===== config.mk =====
export PLATFORM = sky130hd
export DESIGN_NAME = sys_deskew_flat
export DESIGN_NICKNAME = d
export VERILOG_FILES = /design/src/rtl/sys_pkg.sv /design/src/rtl/sys_deskew_if.sv /design/src/rtl/sys_deskew_fifo.sv /design/src/rtl/sys_deskew.sv /design/src/flat_wrapper.sv
export SDC_FILE = /design/constraint.sdc
export NUM_CORES = 1
export LEC_CHECK = 0
export CORE_ASPECT_RATIO = 2
export CORE_MARGIN = 3
export CORE_UTILIZATION = 60
export DETAILED_ROUTE_END_ITERATION = 12
export PLACE_DENSITY = 0.84
export SLEW_MARGIN = 40
export SYNTH_ARGS = -nofsm -noshare
export SYNTH_HDL_FRONTEND = slang
export SYNTH_HIERARCHICAL = 1
export SYNTH_SLANG_ARGS = --single-unit

===== constraint.sdc =====
create_clock -name clk -period 15.25 [get_ports clk]
set_input_delay 3.8125 -clock clk [delete_from_list [all_inputs] [get_ports clk]]
set_output_delay 3.8125 -clock clk [all_outputs]
set_load 0.01 [all_outputs]

===== src/rtl/sys_pkg.sv =====
// sys_pkg: default geometry and counter width shared by the deskew block and its bench
package sys_pkg;
  localparam int DEF_LANES      = 4;
  localparam int DEF_DAT_WIDTH  = 16;
  localparam int DEF_FIFO_DEPTH = 4;
  localparam int VEC_CNT_W      = 16;
endpackage


===== src/rtl/sys_deskew_if.sv =====
// sys_deskew_if: skewed lane inputs plus the aligned valid/ready output bus
//   i_lane_vld/i_lane_dat: lane i of a vector arrives i cycles after lane 0
//   o_vld/o_rdy/o_dat: aligned vector handshake, lane i at [i*DAT_WIDTH +: DAT_WIDTH]
interface sys_deskew_if import sys_pkg::*; #(
  parameter int LANES     = DEF_LANES,
  parameter int DAT_WIDTH = DEF_DAT_WIDTH
);
  logic [LANES-1:0]           i_lane_vld;
  logic [DAT_WIDTH-1:0]       i_lane_dat [LANES];
  logic                       o_vld;
  logic                       o_rdy;
  logic [LANES*DAT_WIDTH-1:0] o_dat;
  modport master (output i_lane_vld, i_lane_dat, o_rdy, input o_vld, o_dat);
  modport slave  (input i_lane_vld, i_lane_dat, o_rdy, output o_vld, o_dat);
endinterface


===== src/rtl/sys_deskew_fifo.sv =====
// sys_deskew_fifo: synchronous FIFO, unreset storage, output reads zero while empty
//   wr_en_i/wr_dat_i: push (ignored when full unless popping in the same cycle)
//   rd_en_i/rd_dat_o: pop of the head entry, full_o/empty_o: occupancy flags
module sys_deskew_fifo import sys_pkg::*; #(
  parameter int WIDTH = DEF_LANES * DEF_DAT_WIDTH,
  parameter int DEPTH = DEF_FIFO_DEPTH
) (
  input  logic             clk,
  input  logic             rst_n,
  input  logic             wr_en_i,
  input  logic [WIDTH-1:0] wr_dat_i,
  input  logic             rd_en_i,
  output logic [WIDTH-1:0] rd_dat_o,
  output logic             full_o,
  output logic             empty_o
);
  localparam int AW = $clog2(DEPTH);
  logic [WIDTH-1:0] mem_q [DEPTH];
  logic [AW-1:0]    wr_ptr_q, rd_ptr_q;
  logic [AW:0]      cnt_q, cnt_d;
  logic             wr, rd;
  assign full_o   = cnt_q == (AW+1)'(DEPTH);
  assign empty_o  = cnt_q == '0;
  assign rd       = rd_en_i & ~empty_o;
  assign wr       = wr_en_i & (~full_o | rd);
  assign cnt_d    = cnt_q + {{AW{1'b0}}, wr} - {{AW{1'b0}}, rd};
  assign rd_dat_o = empty_o ? '0 : mem_q[rd_ptr_q];
  always_ff @(posedge clk)
    if (wr) mem_q[wr_ptr_q] <= wr_dat_i;
  always_ff @(posedge clk or negedge rst_n)
    if (!rst_n) begin
      wr_ptr_q <= '0;
      rd_ptr_q <= '0;
      cnt_q    <= '0;
    end else begin
      wr_ptr_q <= wr_ptr_q + AW'(wr);
      rd_ptr_q <= rd_ptr_q + AW'(rd);
      cnt_q    <= cnt_d;
    end
endmodule


===== src/rtl/sys_deskew.sv =====
// sys_deskew: realigns systolically skewed lanes into whole vectors buffered in a FIFO
//   bus: skewed lane inputs in, aligned vector handshake out
//   i_clr_err: clears o_err_align/o_err_ovf (a same-cycle error event keeps its flag)
//   o_err_align: sticky partial vector, o_err_ovf: sticky dropped vector, o_vec_cnt: FIFO writes
module sys_deskew import sys_pkg::*; #(
  parameter int LANES      = DEF_LANES,
  parameter int DAT_WIDTH  = DEF_DAT_WIDTH,
  parameter int FIFO_DEPTH = DEF_FIFO_DEPTH
) (
  input  logic                 clk,
  input  logic                 rst_n,
  sys_deskew_if.slave          bus,
  input  logic                 i_clr_err,
  output logic                 o_err_align,
  output logic                 o_err_ovf,
  output logic [VEC_CNT_W-1:0] o_vec_cnt
);
  localparam int VW = LANES * DAT_WIDTH;
  logic [LANES-1:0]     dly_vld;
  logic [VW-1:0]        dly_dat;
  logic [LANES-1:0]     align_vld_q;
  logic [VW-1:0]        align_dat_q;
  logic                 err_align_q, err_align_d;
  logic                 err_ovf_q, err_ovf_d;
  logic [VEC_CNT_W-1:0] vec_cnt_q, vec_cnt_d;
  logic                 all_vld, any_vld, full, empty, pop, push;
  logic [VW-1:0]        fifo_dat;
  // Early lanes wait LANES-1-i cycles so every lane of a vector lands in the same cycle
  for (genvar g = 0; g < LANES; g++) begin : g_lane
    localparam int N = LANES - 1 - g;
    if (N == 0) begin : g_pass
      assign dly_vld[g] = bus.i_lane_vld[g];
      assign dly_dat[g*DAT_WIDTH +: DAT_WIDTH] = bus.i_lane_dat[g];
    end else begin : g_dly
      logic [N-1:0]         vld_q;
      logic [DAT_WIDTH-1:0] dat_q [N];
      always_ff @(posedge clk or negedge rst_n)
        if (!rst_n) vld_q <= '0;
        else vld_q <= N'({vld_q, bus.i_lane_vld[g]});
      always_ff @(posedge clk) begin
        dat_q[0] <= bus.i_lane_dat[g];
        for (int k = 1; k < N; k++) dat_q[k] <= dat_q[k-1];
      end
      assign dly_vld[g] = vld_q[N-1];
      assign dly_dat[g*DAT_WIDTH +: DAT_WIDTH] = dat_q[N-1];
    end
  end
  always_ff @(posedge clk or negedge rst_n)
    if (!rst_n) align_vld_q <= '0;
    else align_vld_q <= dly_vld;
  always_ff @(posedge clk)
    align_dat_q <= dly_dat;
  // A full FIFO still accepts a vector when its head leaves in the same cycle
  always_comb begin
    all_vld     = &align_vld_q;
    any_vld     = |align_vld_q;
    pop         = ~empty & bus.o_rdy;
    push        = all_vld & (~full | pop);
    err_align_d = (any_vld & ~all_vld) | (err_align_q & ~i_clr_err);
    err_ovf_d   = (all_vld & full & ~pop) | (err_ovf_q & ~i_clr_err);
    vec_cnt_d   = push ? vec_cnt_q + VEC_CNT_W'(1) : vec_cnt_q;
  end
  always_ff @(posedge clk or negedge rst_n)
    if (!rst_n) begin
      err_align_q <= 1'b0;
      err_ovf_q   <= 1'b0;
      vec_cnt_q   <= '0;
    end else begin
      err_align_q <= err_align_d;
      err_ovf_q   <= err_ovf_d;
      vec_cnt_q   <= vec_cnt_d;
    end
  sys_deskew_fifo #(.WIDTH(VW), .DEPTH(FIFO_DEPTH)) u_fifo (
    .clk      (clk),
    .rst_n    (rst_n),
    .wr_en_i  (push),
    .wr_dat_i (align_dat_q),
    .rd_en_i  (pop),
    .rd_dat_o (fifo_dat),
    .full_o   (full),
    .empty_o  (empty)
  );
  assign bus.o_vld   = ~empty;
  assign bus.o_dat   = fifo_dat;
  assign o_err_align = err_align_q;
  assign o_err_ovf   = err_ovf_q;
  assign o_vec_cnt   = vec_cnt_q;
endmodule


===== src/flat_wrapper.sv =====
// flat-port wrapper written by rule: the top's interface ports become plain ports
module sys_deskew_flat import sys_pkg::*;
#(
  parameter int LANES      = DEF_LANES,
  parameter int DAT_WIDTH  = DEF_DAT_WIDTH,
  parameter int FIFO_DEPTH = DEF_FIFO_DEPTH
)
  (clk, rst_n, i_clr_err, o_err_align, o_err_ovf, o_vec_cnt, bus_i_lane_vld, bus_i_lane_dat, bus_o_rdy, bus_o_vld, bus_o_dat);
  sys_deskew_if #(.LANES(LANES), .DAT_WIDTH(DAT_WIDTH)) bus_i ();
  input  logic clk;
  input  logic rst_n;
  input  logic i_clr_err;
  output logic o_err_align;
  output logic o_err_ovf;
  output logic [VEC_CNT_W-1:0] o_vec_cnt;
  input wire logic [$bits(bus_i.i_lane_vld)-1:0] bus_i_lane_vld;
  input wire logic [$bits(bus_i.i_lane_dat)-1:0] bus_i_lane_dat;
  input wire logic [$bits(bus_i.o_rdy)-1:0] bus_o_rdy;
  output wire logic [$bits(bus_i.o_vld)-1:0] bus_o_vld;
  output wire logic [$bits(bus_i.o_dat)-1:0] bus_o_dat;
  assign bus_i.i_lane_vld = bus_i_lane_vld;
  assign bus_i.i_lane_dat = {>>{bus_i_lane_dat}};
  assign bus_i.o_rdy = bus_o_rdy;
  assign bus_o_vld = bus_i.o_vld;
  assign bus_o_dat = bus_i.o_dat;
  sys_deskew #(.LANES(LANES), .DAT_WIDTH(DAT_WIDTH), .FIFO_DEPTH(FIFO_DEPTH)) u_core (.clk(clk), .rst_n(rst_n), .bus(bus_i), .i_clr_err(i_clr_err), .o_err_align(o_err_align), .o_err_ovf(o_err_ovf), .o_vec_cnt(o_vec_cnt));
endmodule

# Word level (Yosys, flattened, before mapping)

Memories as Yosys holds them, arrays and structs flattened. A register that Yosys moved wholly into a read port is not among the register bits.
Cells that the tools add are included.

Register bits after elaboration: 99
Memory bits (writable): 352
Input port bits: 72
Output and inout port bits: 83
Logic and storage cells: 45
Memories: 4

$add $sub $neg: 5
Equality and inequality tests: 1
Mux-type cells: 3
Bitwise operators: 18
Reduce and logical (&&, ||, !) cells: 3

Memory list:

| memory                       | depth | bits a word | rd ports | clocked after memory_dff | wr ports | line                  | RTL |
|---|---|---|---|---|---|---|---|
| u_core.u_fifo.mem_q          | 4     | 64          | 1        | 0                        | 1        | sys_deskew_fifo.sv:18 | `logic [WIDTH-1:0] mem_q [DEPTH];` |
| u_core.g_lane[0].g_dly.dat_q | 3     | 16          | 3        | 1                        | 3        | sys_deskew.sv:36      | `logic [DAT_WIDTH-1:0] dat_q [N];` |
| u_core.g_lane[1].g_dly.dat_q | 2     | 16          | 2        | 1                        | 2        | sys_deskew.sv:36      |  |
| u_core.g_lane[2].g_dly.dat_q | 1     | 16          | 1        | 1                        | 1        | sys_deskew.sv:36      |  |

Operators by type and width:

| cell                                                            | number |
|---|---|
| 64-bit 2-to-1 mux                                               | 1 |
| 16-bit by 1-bit adder with 16-bit output, second input constant | 1 |
| 1-bit bitwise AND                                               | 9 |
| 1-bit inverter                                                  | 5 |
| 2-bit by 1-bit adder with 2-bit output                          | 2 |
| 1-bit OR                                                        | 4 |
| 4-bit AND reduction                                             | 1 |
| 4-bit OR reduction                                              | 1 |
| 3-bit by 1-bit adder with 3-bit output                          | 1 |
| 3-bit equality test, second input constant                      | 1 |
| 3-bit logical NOT                                               | 1 |
| 3-bit by 1-bit subtractor with 3-bit output                     | 1 |
| 1-bit 2-to-1 mux                                                | 2 |

# Depth between registers and ports, before layout

Word-level depth: 8
Mapped depth: 11
Depth with buffers taken out: 10

# Cells and area by module

Netlist, hierarchy kept.

By module, submodules not included:

| module          | instances | cells each | area each (um2) | seq. area each (um2) |
|---|---|---|---|---|
| sys_deskew_fifo | 1         | 436        | 10,114.7        | 7,862.5 |
| sys_deskew      | 1         | 241        | 4,324.1         | 3,903.7 |

# Worst setup path after synthesis

Ideal clock, no wire load.

Path kind: input to register
From: input port bus_o_rdy
To: memory u_core/u_fifo/mem_q[1][0] in the netlist's numbering (enable)
Library setup time: 578 ps
Arrival: 9,247 ps
Required time: 14,672 ps
Slack: 5,425 ps
Stages on the path: 4
Path buffers: 0
Path through: nand2b_4 > a21oi_1 > o41ai_2 > nor3b_1

Word-level cells in the longest chain between the ends: 6
Elaborated cells between the ends (all ways): 8
Classes of those cells: mux: 2; bitwise: 6

RTL lines:

| item                                   | line                  | RTL |
|---|---|---|
| start: declaration                     | flat_wrapper.sv:18    | `input wire logic [$bits(bus_i.o_rdy)-1:0] bus_o_rdy;` |
| 1-bit bitwise AND                      | sys_deskew.sv:57      | `pop = ~empty & bus.o_rdy;` |
| 1-bit OR                               | sys_deskew.sv:58      | `push = all_vld & (~full \| pop);` |
| 1-bit bitwise AND                      | sys_deskew.sv:58      |  |
| net u_core.push                        | sys_deskew.sv:26      | `logic all_vld, any_vld, full, empty, pop, push;` |
| 1-bit bitwise AND                      | sys_deskew_fifo.sv:25 | `assign wr = wr_en_i & (~full_o \| rd);` |
| 1-bit 2-to-1 mux                       | sys_deskew_fifo.sv:29 | `if (wr) mem_q[wr_ptr_q] <= wr_dat_i;` |
| 1-bit 2-to-1 mux (implied by the code) | sys_deskew_fifo.sv:29 |  |
| end: declaration                       | sys_deskew_fifo.sv:18 |  |

The timed path passes the listed nets, and every way through them passes these cells.

# Worst setup path after layout

From: register u_core.u_fifo.rd_ptr_q[0]
To: output port bus_o_dat[5]

Word-level cells in the longest chain between the ends: 2

RTL lines:

| item                     | line                  | RTL |
|---|---|---|
| start: declaration       | sys_deskew_fifo.sv:19 | `logic [AW-1:0] wr_ptr_q, rd_ptr_q;` |
| start signal: assignment | sys_deskew_fifo.sv:37 | `rd_ptr_q <= rd_ptr_q + AW'(rd);` |
| memory 4 x 64 bit        | -                     |  |
| 64-bit 2-to-1 mux        | sys_deskew_fifo.sv:27 | `assign rd_dat_o = empty_o ? '0 : mem_q[rd_ptr_q];` |
| end: declaration         | flat_wrapper.sv:20    | `output wire logic [$bits(bus_i.o_dat)-1:0] bus_o_dat;` |

No other way between the ends.

==> summary.md <==
| Metric | Value |
|---|---|
| Worst-Margin Slew | `0.7658 ns` |
| Post_cts resized | `0` |
| Cell Count, Final, Fillers Out | `1167` |
| Initial Utilization | `0.6164` |
| Place WS | `8.172 ns` |
| R2r worst-path depth | `7` |
| Root Buffer | `clkbuf_16` |
| Htree depth | `2` |
| Slew Limit Fails | `0` |
| Synth area leader | `edfxtp_1` |
| Maxcap violations | `0` |
| Pwr Density | `173.9 nW/um2` |
| Mapped Area | `14440 um2` |
| Fin area | `17420 um2` |
| Ys Warns | `54` |
| Gate power share | `0.249` |
| Post-CTS Hold Buffers | `0` |
| Final period util | `0.4531` |
| Hold Path Class | `register to register` |
| Clk Latency, worst-skew pair | `0.51 ns` |
| Die Span Y | `225.4 um` |
| Psw | `0.7661 mW` |
| Final setup fails | `0` |
| Placer Congestion | `0.8144` |
| Slew Limit Headroom | `0.4878` |
| Setup WS post-layout | `8.340 ns` |
| Total negative setup slack | `0 ns` |
| Top FF cell, synth | `edfxtp_1` |
| Outcome | `complete, no violations` |
| Yosys cell types | `38` |
| First-pass GRT wire length | `38620 um` |
| Routed WL | `24250 um` |
| Met3 wire length | `1051 um` |
| Most common library cells after synthesis | `256 x edfxtp_1, 160 x dfxtp_1, 65 x and2_1` |
| Sw frac | `0.2528` |
| Iteration-0 DRC Markers | `397` |
| FILL cells | `1277` |
| Avg WL per Cell | `20.78 um` |
| CP Max Fanout | `50` |
| Final HPWL DP | `14910 um` |
| CORE AREA | `23430 um2` |
| Vias per inst | `5.531` |
| Internal | `2.264 mW` |
| Worst Setup Start Kind | `register` |
| Average size of a mapped cell | `21.33 um2` |
| Area delta synth->final | `20.67%` |
| DR DRC count | `0` |
| DP Area | `16290 um2` |
| PortBufs | `154` |
| Ports | `155` |
| Yosys top cell area share | `0.5324` |
| Critical path class | `register to output pin` |
| Largest net degree at the start of global routing | `69` |
| Peak VDD IR | `141.7 uV` |
| Grt ovf | `0` |
| Worst hold path stage count | `0` |
| Syn nets | `754` |
| Final ANT Viol Nets | `0` |
| N_diodes | `0` |
| Max layer used | `met4` |
| CTS sink cnt | `451` |
| Clock power share | `0.286` |
| Reg power frac | `0.465` |
| GR Util All Layers | `0.1968` |
| Area of the multi-input gates | `2477 um2` |
| Post-synthesis register bit count | `451` |
| Post-CTS setup buffer count | `0` |
| Clk buf depth | `3` |
| FF/Latch Area | `11770 um2` |
| Leak | `6.132 nW` |
| RSZ-0062 raised after global routing | `false` |
| Total number of vias | `6455` |
| Sequential share of the synthesized area | `0.8149` |
| Layout cells sized above 1 | `0.1652` |
| Post-Syn Instances | `677` |
| CTS tree | `built` |
| Initial antenna violation count | `0` |
| Synth async-reset ratio | `0.07761` |
| Nets | `935` |
| Number of flops mapped to enable cells by yosys | `256` |
| Met1 WL | `8847 um` |
| Worst endpoint data arrival time | `3.10 ns` |
| Achievable Freq | `0.1447 GHz` |
| DR pass1 iterations | `6` |
| Min cycle time layout | `6.910 ns` |
| Count leader, synth | `edfxtp_1` |
| Crit path capture type | `output pin` |
| CTS Buf Count | `36` |
| Die area | `26070 um2` |
| Critical path data required time | `11.44 ns` |
| Cell count after placement | `1103` |
| Met2 wire length | `13470 um` |
| Row Count | `79` |
| Die Wd | `115.7 um` |
| Top post-synthesis cells by area | `edfxtp_1 53%, dfxtp_1 22%, mux4_2 9.4%` |
| Vias in the first global route | `7085` |
| Final Hold Fails | `0` |
| Post-route clock skew | `0.01618 ns` |
| Clk slew on worst S/H paths | `0.07 ns` |
==> layout make-up <==
class,count,share of cell area
flip-flops and latches,451,0.6758
multi-input cells,196,0.1422
repair buffers,164,0.09515
clock buffers,46,0.05803
well taps,283,0.02032
clock inverters,18,0.006607
inverters,9,0.001939
==> power groups by stage <==
stage          Sequential [mW]  Clock, mW  Combinational [mW]
2_1_floorplan             1.40          0               0.462
3_3_place_gp              1.45          0               0.710
3_5_place_dp              1.43          0               0.763
4_1_cts                   1.41      0.893               0.771
5_1_grt                   1.42      0.937               0.809
6_report                  1.41      0.868               0.754
==> state kept, by name, summed over array words and instances, names as in the netlist <==
signal / count
u_core/o_vec_cnt: 16
u_core/o_err_align: 1
u_core/g_lane.g_dly.dat_q: 96
u_core/u_fifo/cnt_q: 3
u_core/u_fifo/mem_q: 256
u_core/align_dat_q: 64
u_core/o_err_ovf: 1
u_core/u_fifo/rd_ptr_q: 2
u_core/align_vld_q: 4
u_core/g_lane.g_dly.vld_q: 6
u_core/u_fifo/wr_ptr_q: 2
==> final timing paths <==
check	slack [ns]	endpoint	start
worst min-delay path	0.32	u_core/g_lane[0].g_dly.dat_q[1][5]	u_core/g_lane[0].g_dly.dat_q[0][5]
max in group asynchronous	11.18	u_core/u_fifo/rd_ptr_q[1]	rst_n
worst min register to register	0.32	u_core/g_lane[0].g_dly.dat_q[1][5]	u_core/g_lane[0].g_dly.dat_q[0][5]
worst max register to register	11.18	u_core/u_fifo/mem_q[0][60]	u_core/u_fifo/cnt_q[1]
worst max-delay path	8.34	bus_o_dat[5]	u_core/u_fifo/rd_ptr_q[0]
min in group asynchronous	3.72	u_core/o_vec_cnt[7]	rst_n
==> worst max-delay path, cell delays in order, from the launching register on <==
cell and delay, ns:
dfrtp_4 0.64, buf_6 0.61, mux4_2 0.62, and2_1 0.18
clkdlybuf4s50_1 0.49
==> per-stage QoR <==
stage / utilization / total power, mW / hold WS, ns
detailed placement: 0.6955 / 2.197 / 0.3121
global placement: 0.6925 / 2.163 / 0.3110
global route: 0.7437 / 3.162 / 0.3244
CTS: 0.7435 / 3.072 / 0.3241
floorplan: - / 1.865 / 0.3096
finish: 0.7437 / 3.031 / 0.3239
==> kinds of logic after synthesis <==
logic type	synth area share
fa+ha+maj	0.004853
compound gates	0.007972
buf+inv	0.01568
xor+xnor	0.01153
flops	0.8149
mux	0.1016
simple gates	0.04341
==> routing by layer <==
layer,vias up,GRT usage
met5,-,0
met4,0,0.08393
met3,54,0.02795
met2,195,0.3535
met1,3296,0.2348
li1,2910,-
==> layout by cell type, fill, tap and decap left out, types with 4 or more instances in the layout <==
cell type,synthesis,layout
and2_1,65,65
buf_4,0,6
clkbuf_1,7,5
clkbuf_16,0,38
clkdlybuf4s50_1,0,154
clkinv_2,0,10
dfrtp_1,35,33
dfxtp_1,160,160
edfxtp_1,256,256
ha_1,4,4
inv_1,9,9
mux4_1,4,4
mux4_2,60,60
nand2_1,9,9
nand3_1,4,4
xnor2_1,14,14
xor2_1,5,5
Note: power is estimated with default switching activity, not from simulation.
